### src/rtl/filtro_pkg.sv
// Shared definitions for the filter datapath: operand select encodings,
// coefficient bank size and accumulator sizing.
package filtro_pkg;

   localparam logic [1:0] FK_X0 = 2'b00;
   localparam logic [1:0] FK_X1 = 2'b01;
   localparam logic [1:0] FK_X2 = 2'b10;
   localparam logic [1:0] FK_Y1 = 2'b11;

   localparam int NUM_COEF = 5;

   // Full product width plus headroom for GUARD accumulations without wrap.
   function automatic int acc_width(input int width, input int guard);
      return 2 * width + guard;
   endfunction

endpackage

### src/rtl/filtro_sat_round.sv
// Round-half-up, arithmetic shift by FRAC and saturation of an accumulator
// value into a WIDTH-bit signed result with a clip flag.
module filtro_sat_round #(
   parameter int WIDTH = 16,
   parameter int FRAC  = 8,
   parameter int AW    = 35
) (
   input  logic [AW-1:0]    acc_i,
   output logic [WIDTH-1:0] y_o,
   output logic             clip_o
);

   localparam logic signed [AW:0] HALF  = (AW + 1)'(1) << (FRAC - 1);
   localparam logic signed [AW:0] MAX_V = {{(AW + 2 - WIDTH){1'b0}}, {(WIDTH - 1){1'b1}}};
   localparam logic signed [AW:0] MIN_V = {{(AW + 2 - WIDTH){1'b1}}, {(WIDTH - 1){1'b0}}};

   logic signed [AW:0] sum;
   logic signed [AW:0] shr;

   // One extra bit so adding the rounding constant can never wrap.
   assign sum = $signed({acc_i[AW-1], acc_i}) + HALF;
   assign shr = sum >>> FRAC;

   always_comb begin
      y_o    = shr[WIDTH-1:0];
      clip_o = 1'b0;
      if (shr > MAX_V) begin
         y_o    = MAX_V[WIDTH-1:0];
         clip_o = 1'b1;
      end else if (shr < MIN_V) begin
         y_o    = MIN_V[WIDTH-1:0];
         clip_o = 1'b1;
      end
   end

endmodule

### src/rtl/filtro_datapath.sv
// Filter arithmetic datapath: sample/feedback history, coefficient bank and a
// signed MAC stepped by the external controller; one rounded output per sequence.
module filtro_datapath
   import filtro_pkg::*;
#(
   parameter int WIDTH = 16,
   parameter int FRAC  = 8,
   parameter int GUARD = 3
) (
   input  logic             clk,
   input  logic             rst,
   input  logic             bandera,
   input  logic [WIDTH-1:0] muestra_in,
   input  logic             paso,
   input  logic [2:0]       Sel_cons,
   input  logic [1:0]       Sel_fk,
   input  logic             Sel_ac,
   input  logic             listo,
   input  logic             coef_we,
   input  logic [2:0]       coef_addr,
   input  logic [WIDTH-1:0] coef_data,
   output logic [WIDTH-1:0] y_out,
   output logic             y_valid,
   output logic             sat
);

   localparam int AW = acc_width(WIDTH, GUARD);

   logic signed [WIDTH-1:0]       x0_q, x1_q, x2_q, y1_q;
   logic signed [AW-1:0]          acc_q, acc_d, acc_mac, prod_ext;
   logic signed [2*WIDTH-1:0]     prod;
   logic signed [WIDTH-1:0]       operand, coef_sel;
   logic [NUM_COEF*WIDTH-1:0]     coef_flat;
   logic [WIDTH-1:0]              y_out_q, rnd_y;
   logic                          sat_q, y_valid_q, rnd_clip;

   for (genvar gi = 0; gi < NUM_COEF; gi++) begin : g_coef
      logic [WIDTH-1:0] c_q;
      always_ff @(posedge clk) begin
         if (rst) begin
            c_q <= '0;
         end else if (coef_we && coef_addr == 3'(gi)) begin
            c_q <= coef_data;
         end
      end
      assign coef_flat[gi*WIDTH +: WIDTH] = c_q;
   end

   always_comb begin
      operand = x0_q;
      case (Sel_fk)
         FK_X0: operand = x0_q;
         FK_X1: operand = x1_q;
         FK_X2: operand = x2_q;
         FK_Y1: operand = y1_q;
      endcase
   end

   // Selects beyond the bank read as a zero coefficient.
   always_comb begin
      coef_sel = '0;
      for (int i = 0; i < NUM_COEF; i++) begin
         if (Sel_cons == 3'(i)) coef_sel = $signed(coef_flat[i*WIDTH +: WIDTH]);
      end
   end

   assign prod     = operand * coef_sel;
   assign prod_ext = AW'(prod);
   assign acc_mac  = Sel_ac ? acc_q + prod_ext : prod_ext;
   assign acc_d    = paso ? acc_mac : acc_q;

   filtro_sat_round #(
      .WIDTH (WIDTH),
      .FRAC  (FRAC),
      .AW    (AW)
   ) u_sat_round (
      .acc_i  (acc_mac),
      .y_o    (rnd_y),
      .clip_o (rnd_clip)
   );

   always_ff @(posedge clk) begin
      if (rst) begin
         x0_q      <= '0;
         x1_q      <= '0;
         x2_q      <= '0;
         y1_q      <= '0;
         acc_q     <= '0;
         y_out_q   <= '0;
         sat_q     <= 1'b0;
         y_valid_q <= 1'b0;
      end else begin
         acc_q     <= acc_d;
         y_valid_q <= paso && listo;
         if (bandera) begin
            x2_q <= x1_q;
            x1_q <= x0_q;
            x0_q <= muestra_in;
         end
         if (paso && listo) begin
            y_out_q <= rnd_y;
            sat_q   <= rnd_clip;
            y1_q    <= rnd_y;
         end
      end
   end

   assign y_out   = y_out_q;
   assign y_valid = y_valid_q;
   assign sat     = sat_q;

endmodule

### config.mk
export PLATFORM = sky130hd
export DESIGN_NAME = filtro_datapath
export DESIGN_NICKNAME = d
export VERILOG_FILES = /design/src/rtl/filtro_pkg.sv /design/src/rtl/filtro_sat_round.sv /design/src/rtl/filtro_datapath.sv
export SDC_FILE = /design/constraint.sdc
export NUM_CORES = 1
export LEC_CHECK = 0
export BUFFER_PORTS_ARGS = -buffer_cell sky130_fd_sc_hd__buf_4
export CORE_AREA = 5 5 203 205
export DETAILED_ROUTE_END_ITERATION = 6
export DIE_AREA = 0 0 208 210
export GPL_TIMING_DRIVEN = 1
export PLACE_DENSITY = 0.74
export SYNTH_ARGS = -nofsm -noshare
export SYNTH_HDL_FRONTEND = slang
export SYNTH_SLANG_ARGS = --single-unit
### constraint.sdc
create_clock -name clk -period 23.8 [get_ports clk]
set_clock_uncertainty 0.05 [all_clocks]
set_input_delay 1.19 -clock clk [delete_from_list [all_inputs] [get_ports clk]]
set_output_delay 1.19 -clock clk [all_outputs]
set_load 0.01 [all_outputs]
==> impl_metrics.py <==
metrics = {
    "floorplan": {
        "core_mm2": 0.0393,
        "io_pins": 65,
        "dieHeight_um": 210,
        "rows": 73,
        "initial_core_util_pct": 54.2,
        "fp.dieW_um": 208,
        "dieArea_mm2": 0.0437,
    },
    "yosys": {
        "synth_edf_count": 0,
        "synth_ff_type": "dfxtp_1",
        "yosysWarnings": 0,
        "synth_area_mm2": 0.0213,
        "synth_top_area_share_pct": 24.7,
        "syn_area_per_cell_um2": 8.39,
        "netlist_instances": 2538,
        "synth_area_leaders": "fa_1 (25%), dfxtp_1 (17%), ha_1 (7.1%)",
        "synth_seq_area_share_pct": 17.0,
        "async_flop_share_pct": 0,
        "synth.distinct_cells": 92,
        "ys_ff_latch": 181,
        "yosysTopAreaCell": "fa_1",
        "synth_nets": 2968,
        "yosys.cell_count.top_type": "nand2_1",
        "yosys-top-cells-count": "nand2_1 (368), inv_1 (351), fa_1 (263)",
    },
    "run": {
        "cap_violations": 0,
    },
    "status": {
        "status": "completed",
    },
    "clock_network": {
        "clock_latency_ps": 460,
        "clock-sinks": 181,
        "cts_root_buf": "clkbuf_16",
        "cts_setup_buffers": 0,
        "h-tree-depth": 4,
        "max-clock-path-buffers": 2,
        "cts_tree": "yes",
        "clk_pin_slew_ps": 70,
        "cts_resized": 0,
        "cts_buffers": 17,
        "cts.hold.buffers_added": 0,
    },
    "power": {
        "power_leakage_nw": 10.2,
        "total_power_mw": 0.770,
        "power_density_mw_per_mm2": 34.1,
        "ir_drop_mv": 0.0595,
    },
    "drt": {
        "dr.max_layer_used": "met4",
        "firstDrtPassIters": 5,
        "wl_met2_um": 27100,
        "drt-met1-wl_um": 23500,
        "routed-wl-met3_um": 3100,
        "drtIter0Drc": 1496,
        "drc": 0,
        "drt_wl_total_um": 55500,
        "dr_total_vias": 17700,
        "vias_per_cell": 5.82,
        "routedWlPerCell_um": 18.2,
        "ant_nets": 0,
    },
    "cells_and_area": {
        "num_antenna_cells": 0,
        "area_growth_pct": 5.93,
        "instances_no_fill": 3042,
        "drive_above_1_share_pct": 7.83,
        "final_util_pct": 57.4,
        "nets": 2936,
    },
    "timing": {
        "layout_setup_ws_ps": 11090,
        "setup-tns-final_ps": 0,
        "fin_crit_ps": 12710,
        "finalSetupViolCount": 0,
        "drv_slew": 0,
        "worst_slew_pin_slew_ps": 1180,
        "clock.fmax_mhz": 78.7,
        "max-slew-margin-rel_pct": 20.5,
        "hold_viol": 0,
        "rsz0062_at_grt": "false",
        "post-route-period-util_pct": 53.4,
    },
    "setup_path": {
        "critPathKind": "input pin to register",
        "ff2ff_path_depth": 31,
        "crit_slowest_cell": "a211oi_1",
        "crit_top_cell": "fa_1",
        "cp.arrival_ps": 13040,
        "start_kind": "input pin",
        "critPathMaxStageDelay_ps": 600,
        "crit_required_ps": 24130,
        "worst-path-max-fanout": 16,
        "r2r-start": "x0_q[2]",
        "reg2reg_slack_ps": 12010,
        "critPathCaptureType": "register",
        "rr_endpoint": "y_out[2]",
    },
    "placed_design": {
        "pre_cts_ws_ps": 10730,
        "dp_hpwl_um": 43800,
        "port_buffers": 64,
        "gp_congestion": 0.927,
        "numPlacedInstances": 3012,
    },
    "global_route": {
        "overflow": 0,
        "grt_pass1_wl_um": 93900,
        "grtUsageTotal_pct": 26.1,
        "grt_max_degree": 71,
        "antenna_found_initial": 0,
        "grt_pass1_vias": 18200,
    },
    "worst_hold_path": {
        "min-delay-start": "g_coef[2].c_q[11]",
        "min_path_type": "register to register",
        "hold_end": "g_coef[2].c_q[11]",
        "hold_depth": 2,
    },
}
## report_power, final
group	internal (mW)	switching (mW)
logic	0.0630	0.109
clock network	0.141	0.131
registers	0.315	0.0108
## worst max-delay path: cells and delay by family
kind	cells	cell delay (ps)
compound gates	14	4600
xor+xnor	2	370
fa+ha+maj	8	4000
buf+inv	6	780
simple gates	5	2070
## cell type report
class	instances	area (µm²)
clock buffers	20	457
repair buffers	84	631
inverters	351	1320
multi-input cells	1871	15800
well taps	525	657
fillers	3577	16700
clock inverters	10	90.1
flip-flops and latches	181	3620
## sequential cells by signal, summed over array words and instances (netlist names)
| register | flops |
|---|---|
| acc_q | 35 |
| x0_q | 16 |
| y_out | 16 |
| sat | 1 |
| x2_q | 16 |
| y_valid | 1 |
| x1_q | 16 |
| g_coef.c_q | 80 |
## worst max path at each step
stage / start / end / slack [ps] / cells after the start
after floorplan: Sel_cons[0] / y_out[13] / 11740 / 42
after global placement: Sel_fk[0] / y_out[12] / 11180 / 32
after detailed placement: Sel_fk[0] / y_out[2] / 10730 / 32
after CTS: Sel_fk[0] / y_out[2] / 11170 / 32
after global routing: Sel_cons[2] / y_out[13] / 10520 / 35
final: Sel_cons[2] / y_out[2] / 11090 / 35
## cell families after synthesis
family	synth area share [%]
mux	7.22
simple gates	18.3
buf+inv	8.87
flops	17.0
xor+xnor	2.67
fa+ha+maj	31.8
compound gates	14.1
## cell usage in the layout, fill, tap and decap left out, types with 23 or more instances in the layout
master	Yosys	routed
inv_1	351	351
a21oi_1	162	162
mux2i_1	86	86
dfxtp_1	181	181
nor2_1	210	210
fa_1	263	263
a211oi_1	40	40
buf_4	3	84
nor2b_1	67	67
a21o_1	23	23
nand2_1	368	368
o21ai_0	45	43
nor3_1	31	31
ha_1	120	120
nand2b_1	31	31
xnor2_1	37	37
xor2_1	28	28
## through the flow
stage | cell area, µm² | hold WS, ps
global route | 22600 | 417
global placement | 22000 | 389
CTS | 22600 | 405
floorplan | 21300 | 383
finish | 22600 | 403
detailed placement | 22000 | 396
## per-layer routing
layer | vias to the layer above | track usage (%)
met3 | 121 | 3.41
li1 | 8265 | -
met5 | - | 0
met2 | 601 | 44.3
met1 | 8715 | 34.7
met4 | 0 | 9.31
Note: power is estimated with default switching activity, not from simulation.
